`config.mk`:
```
export PLATFORM = sky130hd
export DESIGN_NAME = apb_mem_ctrl
export DESIGN_NICKNAME = d
export VERILOG_FILES = /design/src/rtl/apb_mem_ctrl.sv
export SDC_FILE = /design/constraint.sdc
export NUM_CORES = 1
export LEC_CHECK = 0
export CORE_MARGIN = 2
export CORE_UTILIZATION = 41
export CTS_CLUSTER_DIAMETER = 50
export DETAILED_ROUTE_END_ITERATION = 16
export PLACE_DENSITY = 0.86
export SYNTH_ARGS = -nofsm -noshare
export SYNTH_HDL_FRONTEND = slang
export SYNTH_SLANG_ARGS = --single-unit
```
`constraint.sdc`:
```
create_clock -name clk_i -period 2.2 [get_ports clk_i]
set_input_delay 0.33 -clock clk_i [delete_from_list [all_inputs] [get_ports clk_i]]
set_output_delay 0.33 -clock clk_i [all_outputs]
set_load 0.02 [all_outputs]
```
`src/rtl/apb_mem_ctrl.sv`:
```
// APB slave bridging single-beat transfers onto a simple strobed memory port,
// with configurable wait states and sticky error reporting.
module apb_mem_ctrl #(
  parameter int                ADDR_W      = 32,
  parameter int                DATA_W      = 64,
  parameter int                MEM_SIZE    = 16,
  parameter logic [ADDR_W-1:0] BASE_ADDR   = '0,
  parameter int                WAIT_CYCLES = 1,
  localparam int               SW          = DATA_W / 8,
  localparam int               BW          = $clog2(SW),
  localparam int               AW          = MEM_SIZE - BW
) (
  input  logic              clk_i,
  input  logic              rst_i,
  input  logic              psel_i,
  input  logic              penable_i,
  input  logic              pwrite_i,
  input  logic [ADDR_W-1:0] paddr_i,
  input  logic [DATA_W-1:0] pwdata_i,
  input  logic [SW-1:0]     pstrb_i,
  output logic [DATA_W-1:0] prdata_o,
  output logic              pready_o,
  output logic              pslverr_o,
  output logic              mem_we_o,
  output logic              mem_re_o,
  output logic [AW-1:0]     mem_addr_o,
  output logic [DATA_W-1:0] mem_wdata_o,
  output logic [SW-1:0]     mem_wstrb_o,
  input  logic [DATA_W-1:0] mem_rdata_i,
  output logic [2:0]        err_flags_o,
  output logic [15:0]       err_cnt_o
);

  typedef enum logic [1:0] {S_IDLE, S_WAIT, S_MEM, S_RESP} state_e;

  // Bounds are one bit wider than the address so BASE_ADDR + size cannot wrap.
  localparam logic [ADDR_W:0] MEM_LO = {1'b0, BASE_ADDR};
  localparam logic [ADDR_W:0] MEM_HI = MEM_LO + ((ADDR_W + 1)'(1) << MEM_SIZE);

  state_e            state_q;
  logic [3:0]        cnt_q;
  logic              write_q;
  logic [ADDR_W-1:0] addr_q;
  logic [DATA_W-1:0] wdata_q;
  logic [SW-1:0]     strb_q;
  logic [AW-1:0]     word_q;
  logic [2:0]        cause_q;
  logic [2:0]        err_flags_q;
  logic [15:0]       err_cnt_q;

  logic out_of_range, misaligned, changed, mem_go, resp;

  assign out_of_range = ({1'b0, paddr_i} < MEM_LO) || ({1'b0, paddr_i} >= MEM_HI);
  assign misaligned   = |paddr_i[BW-1:0];
  assign changed      = (paddr_i != addr_q) || (pwrite_i != write_q) ||
                        (pwdata_i != wdata_q) || (pstrb_i != strb_q);

  // Strobe and response depend on the live bus so a same-cycle protocol
  // violation, deselect or reset still suppresses them.
  assign mem_go    = !rst_i && psel_i && (state_q == S_MEM) && (cause_q == 3'b000) && !changed;
  assign mem_we_o  = mem_go && write_q;
  assign mem_re_o  = mem_go && !write_q;
  assign resp      = !rst_i && psel_i && (state_q == S_RESP);
  assign pready_o  = resp;
  assign pslverr_o = resp && (cause_q != 3'b000);
  assign prdata_o  = (resp && !write_q && (cause_q == 3'b000)) ? mem_rdata_i : '0;

  assign mem_addr_o  = word_q;
  assign mem_wdata_o = wdata_q;
  assign mem_wstrb_o = strb_q;
  assign err_flags_o = err_flags_q;
  assign err_cnt_o   = err_cnt_q;

  always_ff @(posedge clk_i) begin
    if (rst_i) begin
      state_q     <= S_IDLE;
      cnt_q       <= '0;
      write_q     <= 1'b0;
      addr_q      <= '0;
      wdata_q     <= '0;
      strb_q      <= '0;
      word_q      <= '0;
      cause_q     <= '0;
      err_flags_q <= '0;
      err_cnt_q   <= '0;
    end else begin
      case (state_q)
        S_IDLE: begin
          if (psel_i && !penable_i) begin
            write_q <= pwrite_i;
            addr_q  <= paddr_i;
            wdata_q <= pwdata_i;
            strb_q  <= pstrb_i;
            word_q  <= AW'((paddr_i - BASE_ADDR) >> BW);
            cause_q <= {1'b0, misaligned, out_of_range};
            cnt_q   <= 4'(WAIT_CYCLES);
            state_q <= (WAIT_CYCLES > 0) ? S_WAIT : S_MEM;
          end
        end
        S_WAIT: begin
          if (!psel_i) begin
            state_q <= S_IDLE;
          end else begin
            if (changed) cause_q[2] <= 1'b1;
            cnt_q <= cnt_q - 4'd1;
            if (cnt_q == 4'd1) state_q <= S_MEM;
          end
        end
        S_MEM: begin
          if (!psel_i) begin
            state_q <= S_IDLE;
          end else begin
            if (changed) cause_q[2] <= 1'b1;
            state_q <= S_RESP;
          end
        end
        default: begin
          state_q <= S_IDLE;
          if (psel_i && (cause_q != 3'b000)) begin
            err_flags_q <= cause_q;
            if (err_cnt_q != 16'hFFFF) err_cnt_q <= err_cnt_q + 16'd1;
          end
        end
      endcase
    end
  end

endmodule

```
==> results of run 1 <==
-- worst register-to-register path, delay by kind of cell, from the launching register on --
family,cells,cell delay (ps)
flops,1,360
fa+ha+maj,1,180
xor+xnor,1,160
simple gates,3,760
buf+inv,4,490
-- path summary, 6_finish.rpt --
path	slack (ps)	startpoint	endpoint
worst max-delay path	-320	pwdata_i[47]	mem_we_o
worst min-delay path	230	paddr_i[8]	addr_q[8]$_SDFFE_PP0P_
worst max register to register	120	state_q[0]$_SDFFE_PP0P_	err_cnt_o[9]$_SDFFE_PP0P_
worst min register to register	470	addr_q[25]$_SDFFE_PP0P_	addr_q[25]$_SDFFE_PP0P_
-- repair_timing --
item / in CTS / in global routing
pin swaps: 22 / 36
cloned: 3 / 3
setup endpoints to repair: 67 / 66
hold buffers: 0 / 0
setup buffers: 9 / 8
gates resized for setup: 273 / 121
-- area by class of cell --
class	count	area, um^2
clock buffer	22	464
timing repair buffer	423	4310
multi-input combinational	663	4100
antenna	2	5.00
tap	220	275
sequential	133	2680
clock inverter	10	129
inverter	13	48.8
fill	1175	4390
-- power groups by stage --
stage / clock network, mW / registers (mW) / logic, mW
final: 2.88 / 2.74 / 1.81
after global routing: 3.02 / 2.76 / 1.93
after CTS: 2.91 / 2.73 / 1.76
after detailed placement: 0 / 2.77 / 1.71
after global placement: 0 / 2.76 / 1.69
after floorplan: 0 / 2.86 / 0.697
-- metrics by stage --
stage / worst slack [ps] / hold WS [ps] / std cells / util / area, um^2
floorplan: 219 / 449 / 874 / - / 6830
global placement: -560 / 454 / 1432 / 0.658 / 10800
detailed placement: -520 / 461 / 1432 / 0.658 / 10800
CTS: -347 / 301 / 1476 / 0.708 / 11600
global route: -413 / 238 / 1486 / 0.732 / 12000
finish: -319 / 229 / 1486 / 0.732 / 12000
-- cell families after synthesis --
| logic type | count (synthesis) | share of synthesized area |
|---|---|---|
| AND/OR/NAND/NOR | 407 | 0.285 |
| AO/OA/AOI/OAI | 130 | 0.102 |
| adder cells (fa/ha/maj) | 8 | 0.0147 |
| XOR/XNOR | 117 | 0.150 |
| multiplexers | 1 | 0.00147 |
| buffers and inverters | 78 | 0.0566 |
| flip-flops | 133 | 0.390 |
-- placed cells by master, fill, tap and decap left out, drive strengths merged --
cell,n
a32oi,3
bufinv,3
nor3b,3
nor2,36
mux2i,1
nand2,221
nand4,34
dfxtp,133
clkinv,7
nor3,14
xnor2,114
o311a,1
nand3b,1
a211oi,3
dlygate4sd2,8
nand3,8
or3,3
clkdlybuf4s50,262
and4,2
inv,13
o21bai,1
o221ai,1
o31a,1
a21oi,111
and3,1
nor4,18
nor2b,1
and2,64
xor2,3
o21ai,5
buf,144
diode,2
a31oi,2
dlymetal6s2s,6
a221o,1
clkbuf,25
ha,8
o211ai,1
nor4b,1
-- routing by layer --
layer	vias up	wire [um]	global-route usage
li1	3633	-	-
met1	3508	10100	0.322
met2	356	14500	0.562
met3	95	2280	0.0985
met4	0	1990	0.194
met5	-	0	0
-- sequential cells by signal (all words and copies together), names as in the netlist --
name / count
mem_wdata_o: 64
addr_q: 32
err_cnt_o: 16
mem_wstrb_o: 8
cnt_q: 4
cause_q: 3
err_flags_o: 3
state_q: 2
write_q: 1
==> metrics.md, run 1 <==
| Metric | Value |
|---|---|
| Worst Hold Class | primary input to register |
| Top Ports | 345 |
| Violated checks | negative setup slack |
| Full die area | 17700 um^2 |
| Share of flip-flops with an asynchronous set or reset | 0 |
| Highest ir drop seen on vdd | 486 uV |
| DR iter-0 viols | 470 |
| Worst skew pair latency | about 420 ps |
| Leakage power of the design | around 4.5 nW |
| GRT Resource Usage Total | 0.315 |
| Slew at the pin closest to its max-slew limit | approximately 980 ps |
| Netlist Area Pre-Place | 6830 um^2 |
| Leading cell types by count after synthesis | 221 x sky130_fd_sc_hd__nand2_1, 133 x sky130_fd_sc_hd__dfxtp_1, 114 x sky130_fd_sc_hd__xnor2_1 |
| Dpl hpwl | 21.3 mm |
| Share of synthesized area occupied by flip-flops and latches | 0.390 |
| CP max stage cell | sky130_fd_sc_hd__clkdlybuf4s50_1 |
| Longest individual stage delay on the worst path | 510 ps |
| Largest net degree at the start of global routing | between 80 and 90 |
| Sink count of the clock tree | 133 |
| Critical path type | primary input to output port |
| Routability-driven placement congestion ratio | 0.890 |
| Clock share of power | 0.388 |
| Total congestion overflow after global routing | 0 |
| Cells after synthesis | 874 |
| Initial core utilization | 0.416 |
| Final Routed Wirelength | 28.9 mm |
| Number of vias per cell | 5.11 |
| H-tree depth | 4 |
| Run status | finished with violations |
| Ordered list of cells on the worst path | clkdlybuf4s50_1 -> xnor2_1 -> nand4_1 -> nor4_2 -> buf_4 -> nand4_1 -> nor3_1 -> buf_4 |
| Die boundary width | 133 um |
| Headroom to the max-slew limit | 0.349 |
| Floorplan die height | roughly 130 um |
| Clock tree buffer depth | 2 |
| Clock transition at the registers of the reported paths | 60 ps |
| Most used DFF post-synth | sky130_fd_sc_hd__dfxtp_1 |
| Num CTS Buffers | 17 |
| Count of max-cap constraint violations | 0 |
| Number of placement rows | between 40 and 50 |
| Max-slew violations | 0 |
| Via count of the first global-routing pass | 7592 |
| Achievable clock frequency | 0.397 GHz |
| Unrepaired setup endpoints after global routing | yes |
| Largest clock skew in the final design | ~5.4 ps |
| Sw Pwr | 2.07 mW |
| Cell types occupying the most area after synthesis | sky130_fd_sc_hd__dfxtp_1 39%, sky130_fd_sc_hd__xnor2_1 15%, sky130_fd_sc_hd__nand2_1 12%, sky130_fd_sc_hd__a21oi_1 8.1%, sky130_fd_sc_hd__and2_1 5.9% |
| Share of the cycle needed by the critical path after routing | 1.15 |
| Top Family by Delay on Critical Path | simple AND/OR/NAND/NOR gates |
| Category of the worst setup path capture point | output port |
| Total via count in the routed design | 7592 |
| Setup TNS | -4240 ps |
| Fraction of final layout cells with drive strength greater than 1 | 0.214 |
| Residual DRC count | 0 |
| Setup-failing EPs final | 39 |
| Number of instances on the worst hold path | 3 |
| Buf/Inv on CP | 3 |
| Wire length of the first global-routing pass | ~42 mm |
| Required time worst endpoint | 1870 ps |
| Share of the synthesized area in the top cell type | 0.390 |
| Total number of yosys warnings | 0 |
| Initial antenna violation count | 2 |
| Fraction of power spent switching nets | 0.279 |
| Final layout net count | 1432 |
| Mean Syn Cell Area | ~8 um^2 |
| Total count of hold-check failures in the final report | 0 |
| First-pass iteration count of the detailed router | 7 |
| Synth unique cells | 42 |
| Area of the core region | 16400 um^2 |
| Power, Total | 7.42 mW |
| Logic depth of the worst path, buffers included | 8 |
| Clock root buffer | sky130_fd_sc_hd__clkbuf_16 |
| Number of register bits inferred by synthesis | 133 |
| Combinational fraction of design power | 0.244 |
| Data arrival time at the worst-slack endpoint | about 2200 ps |
| Port-buffer cells | 344 |
| Maximum fanout count along the critical path | 2 |
| Nets in the synthesized netlist | 1055 |
| Most numerous cell in the Yosys netlist | sky130_fd_sc_hd__nand2_1 |
| P&R area growth vs syn | 76.0% |
| Post-synth EDFFs | 0 |
| Largest area contributor in the synthesized netlist | sky130_fd_sc_hd__dfxtp_1 |
| Setup ws final | -319 ps |
| Power Dens Cells | 618 nW/um^2 |
| CTS tree | built |
| Remaining number of nets flagged by the antenna check after routing | 0 |
| Startpoint types | primary input |
| Minimum period implied by the final worst setup slack | approximately 2500 ps |
| Cell-internal power | between 5 and 6 mW |
| Average detailed-routed wire length per instance | 19.4 um |
| Number of cells on the worst reg-to-reg path | 9 |
| Sequential share of power | 0.369 |
No activity file was read; power rests on OpenSTA's default activity.
==> run 2: changes to the inputs <==
--- a/config.mk
+++ b/config.mk
@@ -9,6 +9,7 @@
 export CORE_UTILIZATION = 41
 export CTS_CLUSTER_DIAMETER = 50
 export DETAILED_ROUTE_END_ITERATION = 16
+export GPL_TIMING_DRIVEN = 0
 export PLACE_DENSITY = 0.86
 export SYNTH_ARGS = -nofsm -noshare
 export SYNTH_HDL_FRONTEND = slang
==> metrics.md, run 2 (same netlist as run 1, synthesis figures left out) <==
| Metric | Value |
|---|---|
| H-tree depth | 4 |
| Initial antenna violation count | 3 |
| Reg2Reg Launch Point | state_q[0]$_SDFFE_PP0P_ |
| Clock share of power | 0.387 |
| Final Routed Wirelength | 30.2 mm |
| Run status | finished with violations |
| Ordered list of cells on the worst path | xnor2_1 -> nand4_1 -> nor4_4 -> nand4_1 -> buf_6 -> buf_6 -> nor3_4 -> buf_6 |
| Total congestion overflow after global routing | 0 |
| Required time worst endpoint | 1870 ps |
| Final layout net count | ~1.4k |
| Number of instances on the worst hold path | 3 |
| Number of cells on the worst reg-to-reg path | 8 |
| Routability-driven placement congestion ratio | 0.898 |
| Number of vias per cell | between 5 and 6 |
| Clock transition at the registers of the reported paths | 60 ps |
| Cell-internal power | 5.21 mW |
| CP max stage cell | sky130_fd_sc_hd__nor4_4 |
| Wire length of the first global-routing pass | 44.0 mm |
| Clock root buffer | sky130_fd_sc_hd__clkbuf_16 |
| Startpoint types | register |
| Largest net degree at the start of global routing | 17 |
| Power Dens Cells | 619 nW/um^2 |
| Initial core utilization | 0.416 |
| Placed instance area | 10500 um^2 |
| Commonest non-fill, non-tap cell in the layout | sky130_fd_sc_hd__clkdlybuf4s50_1 |
| Fraction of power spent switching nets | 0.292 |
| Top Family by Delay on Critical Path | simple AND/OR/NAND/NOR gates |
| First-pass iteration count of the detailed router | 5 |
| Slew at the pin closest to its max-slew limit | 723 ps |
| Most Frequent Cell on Critical Path | sky130_fd_sc_hd__buf_6 |
| Total count of hold-check failures in the final report | 0 |
| Setup-failing EPs final | 47 |
| Max-slew violations | 0 |
| Count of max-cap constraint violations | 0 |
| Longest individual stage delay on the worst path | 410 ps |
| Setup ws final | -412 ps |
| GRT Resource Usage Total | 0.326 |
| Commonest non-fill, non-tap cells in the layout | 257 x sky130_fd_sc_hd__clkdlybuf4s50_1, 220 x sky130_fd_sc_hd__nand2_1, 121 x sky130_fd_sc_hd__dfxtp_1, 111 x sky130_fd_sc_hd__a21oi_1, 92 x sky130_fd_sc_hd__xnor2_1 |
| Violated checks | negative setup slack |
| Buf/Inv on CP | 3 |
| Sink count of the clock tree | 133 |
| Dpl hpwl | 22.6 mm |
| Maximum fanout count along the critical path | 2 |
| Leakage power of the design | 4.45 nW |
| Minimum period implied by the final worst setup slack | 2610 ps |
| Number of placement rows | 47 |
| Total via count in the routed design | 7828 |
| Category of the worst setup path capture point | output port |
| Top Ports | 345 |
| Max reg flops | 64 |
| CTS tree | built |
| Area of all placed cells without fillers | 11900 um^2 |
| Largest clock skew in the final design | roughly 4 ps |
| Data arrival time at the worst-slack endpoint | 2280 ps |
| Unrepaired setup endpoints after global routing | yes |
| Achievable clock frequency | 0.383 GHz |
| Port-buffer cells | 343 |
| Num CTS Buffers | 17 |
| Remaining number of nets flagged by the antenna check after routing | 0 |
| Average detailed-routed wire length per instance | 20.2 um |
| Combinational fraction of design power | 0.239 |
| Highest ir drop seen on vdd | 478 uV |
| Setup slack of the most critical reg-to-reg path | about 90 ps |
| Share of the cycle needed by the critical path after routing | 1.19 |
| Fraction of final layout cells with drive strength greater than 1 | 0.215 |
| Via count of the first global-routing pass | 7756 |
| Worst skew pair latency | 430 ps |
| Floorplan die height | 133 um |
| Clock tree buffer depth | 2 |
| P&R area growth vs syn | 74.1% |
| Headroom to the max-slew limit | 0.518 |
| Start point of the worst hold path | pwdata_i[23] |
| Minimum hold slack | 214 ps |
| Worst Hold Class | primary input to register |
| Number of hold buffers added after cts | 0 |
| Reg-to-Reg End | mem_wdata_o[46]$_SDFFE_PP0P_ |
| DR iter-0 viols | 460 |
| Power, Total | around 7.4 mW |
| Residual DRC count | 0 |
| Area of the core region | 16400 um^2 |
| Full die area | roughly 18000 um^2 |
| Sequential share of power | 0.374 |
| Sw Pwr | 2.15 mW |
| Die boundary width | 133 um |
| Terminating pin of the worst hold path | mem_wdata_o[23]$_SDFFE_PP0P_ |
| Critical path type | register to output port |
run 2: metal layers:
layer / GRT usage / part of all wire
met5: 0 / 0
met3: 0.0958 / 0.081
met2: 0.597 / 0.53
met4: 0.151 / 0.044
met1: 0.342 / 0.35
run 2: repair_timing:
action                     4_1_cts  5_1_grt
setup endpoints to repair      122      102
cloned                           0        5
pin swaps                       31       58
gates resized for setup        395      183
buffers inserted                13        7
run 2: power groups by stage:
stage / clock [mW] / combinational [mW] / sequential, mW
finish: 2.85 / 1.76 / 2.75
global route: 2.96 / 1.87 / 2.77
CTS: 2.86 / 1.70 / 2.74
detailed placement: 0 / 1.64 / 2.78
global placement: 0 / 1.62 / 2.77
floorplan: 0 / 0.697 / 2.86
run 2: layout make-up:
class                           instances  area (um^2)
Fill cell                            1171         4520
Multi-Input combinational cell        663         4200
Timing Repair Buffer                  368         3730
Sequential cell                       133         2690
Clock buffer                           22          484
Buffer                                 61          357
Tap cell                              220          275
Clock inverter                         10          103
Inverter                               13         48.8
Antenna cell                            3         7.51
run 2: worst min-delay path, delay by kind of cell:
family / cells / cell delay (ps)
AND/OR/NAND/NOR: 1 / 70
buffers and inverters: 1 / 150
AO/OA/AOI/OAI: 1 / 50
run 2: how the worst max path moves through the flow:
| stage | cells past startpoint | slack, ps | from | endpoint |
|---|---|---|---|---|
| after global routing | 8 | -470 | mem_wdata_o[43]$_SDFFE_PP0P_ | mem_we_o |
| after global placement | 7 | -1550 | paddr_i[17] | mem_re_o |
| after floorplan | 5 | 220 | mem_wdata_o[36]$_SDFFE_PP0P_ | mem_re_o |
| after detailed placement | 7 | -1550 | paddr_i[17] | mem_re_o |
| after CTS | 8 | -410 | addr_q[11]$_SDFFE_PP0P_ | mem_we_o |
| final | 8 | -410 | mem_wdata_o[4]$_SDFFE_PP0P_ | mem_we_o |
run 2: through the flow:
stage,utilization,setup TNS (ps),setup slack [ps],std cells
floorplan,-,0,219,874
global placement,0.642,-87140,-1550,1437
detailed placement,0.642,-98130,-1550,1437
CTS,0.687,-781,-412,1480
global route,0.724,-8540,-475,1493
finish,0.724,-3510,-412,1493
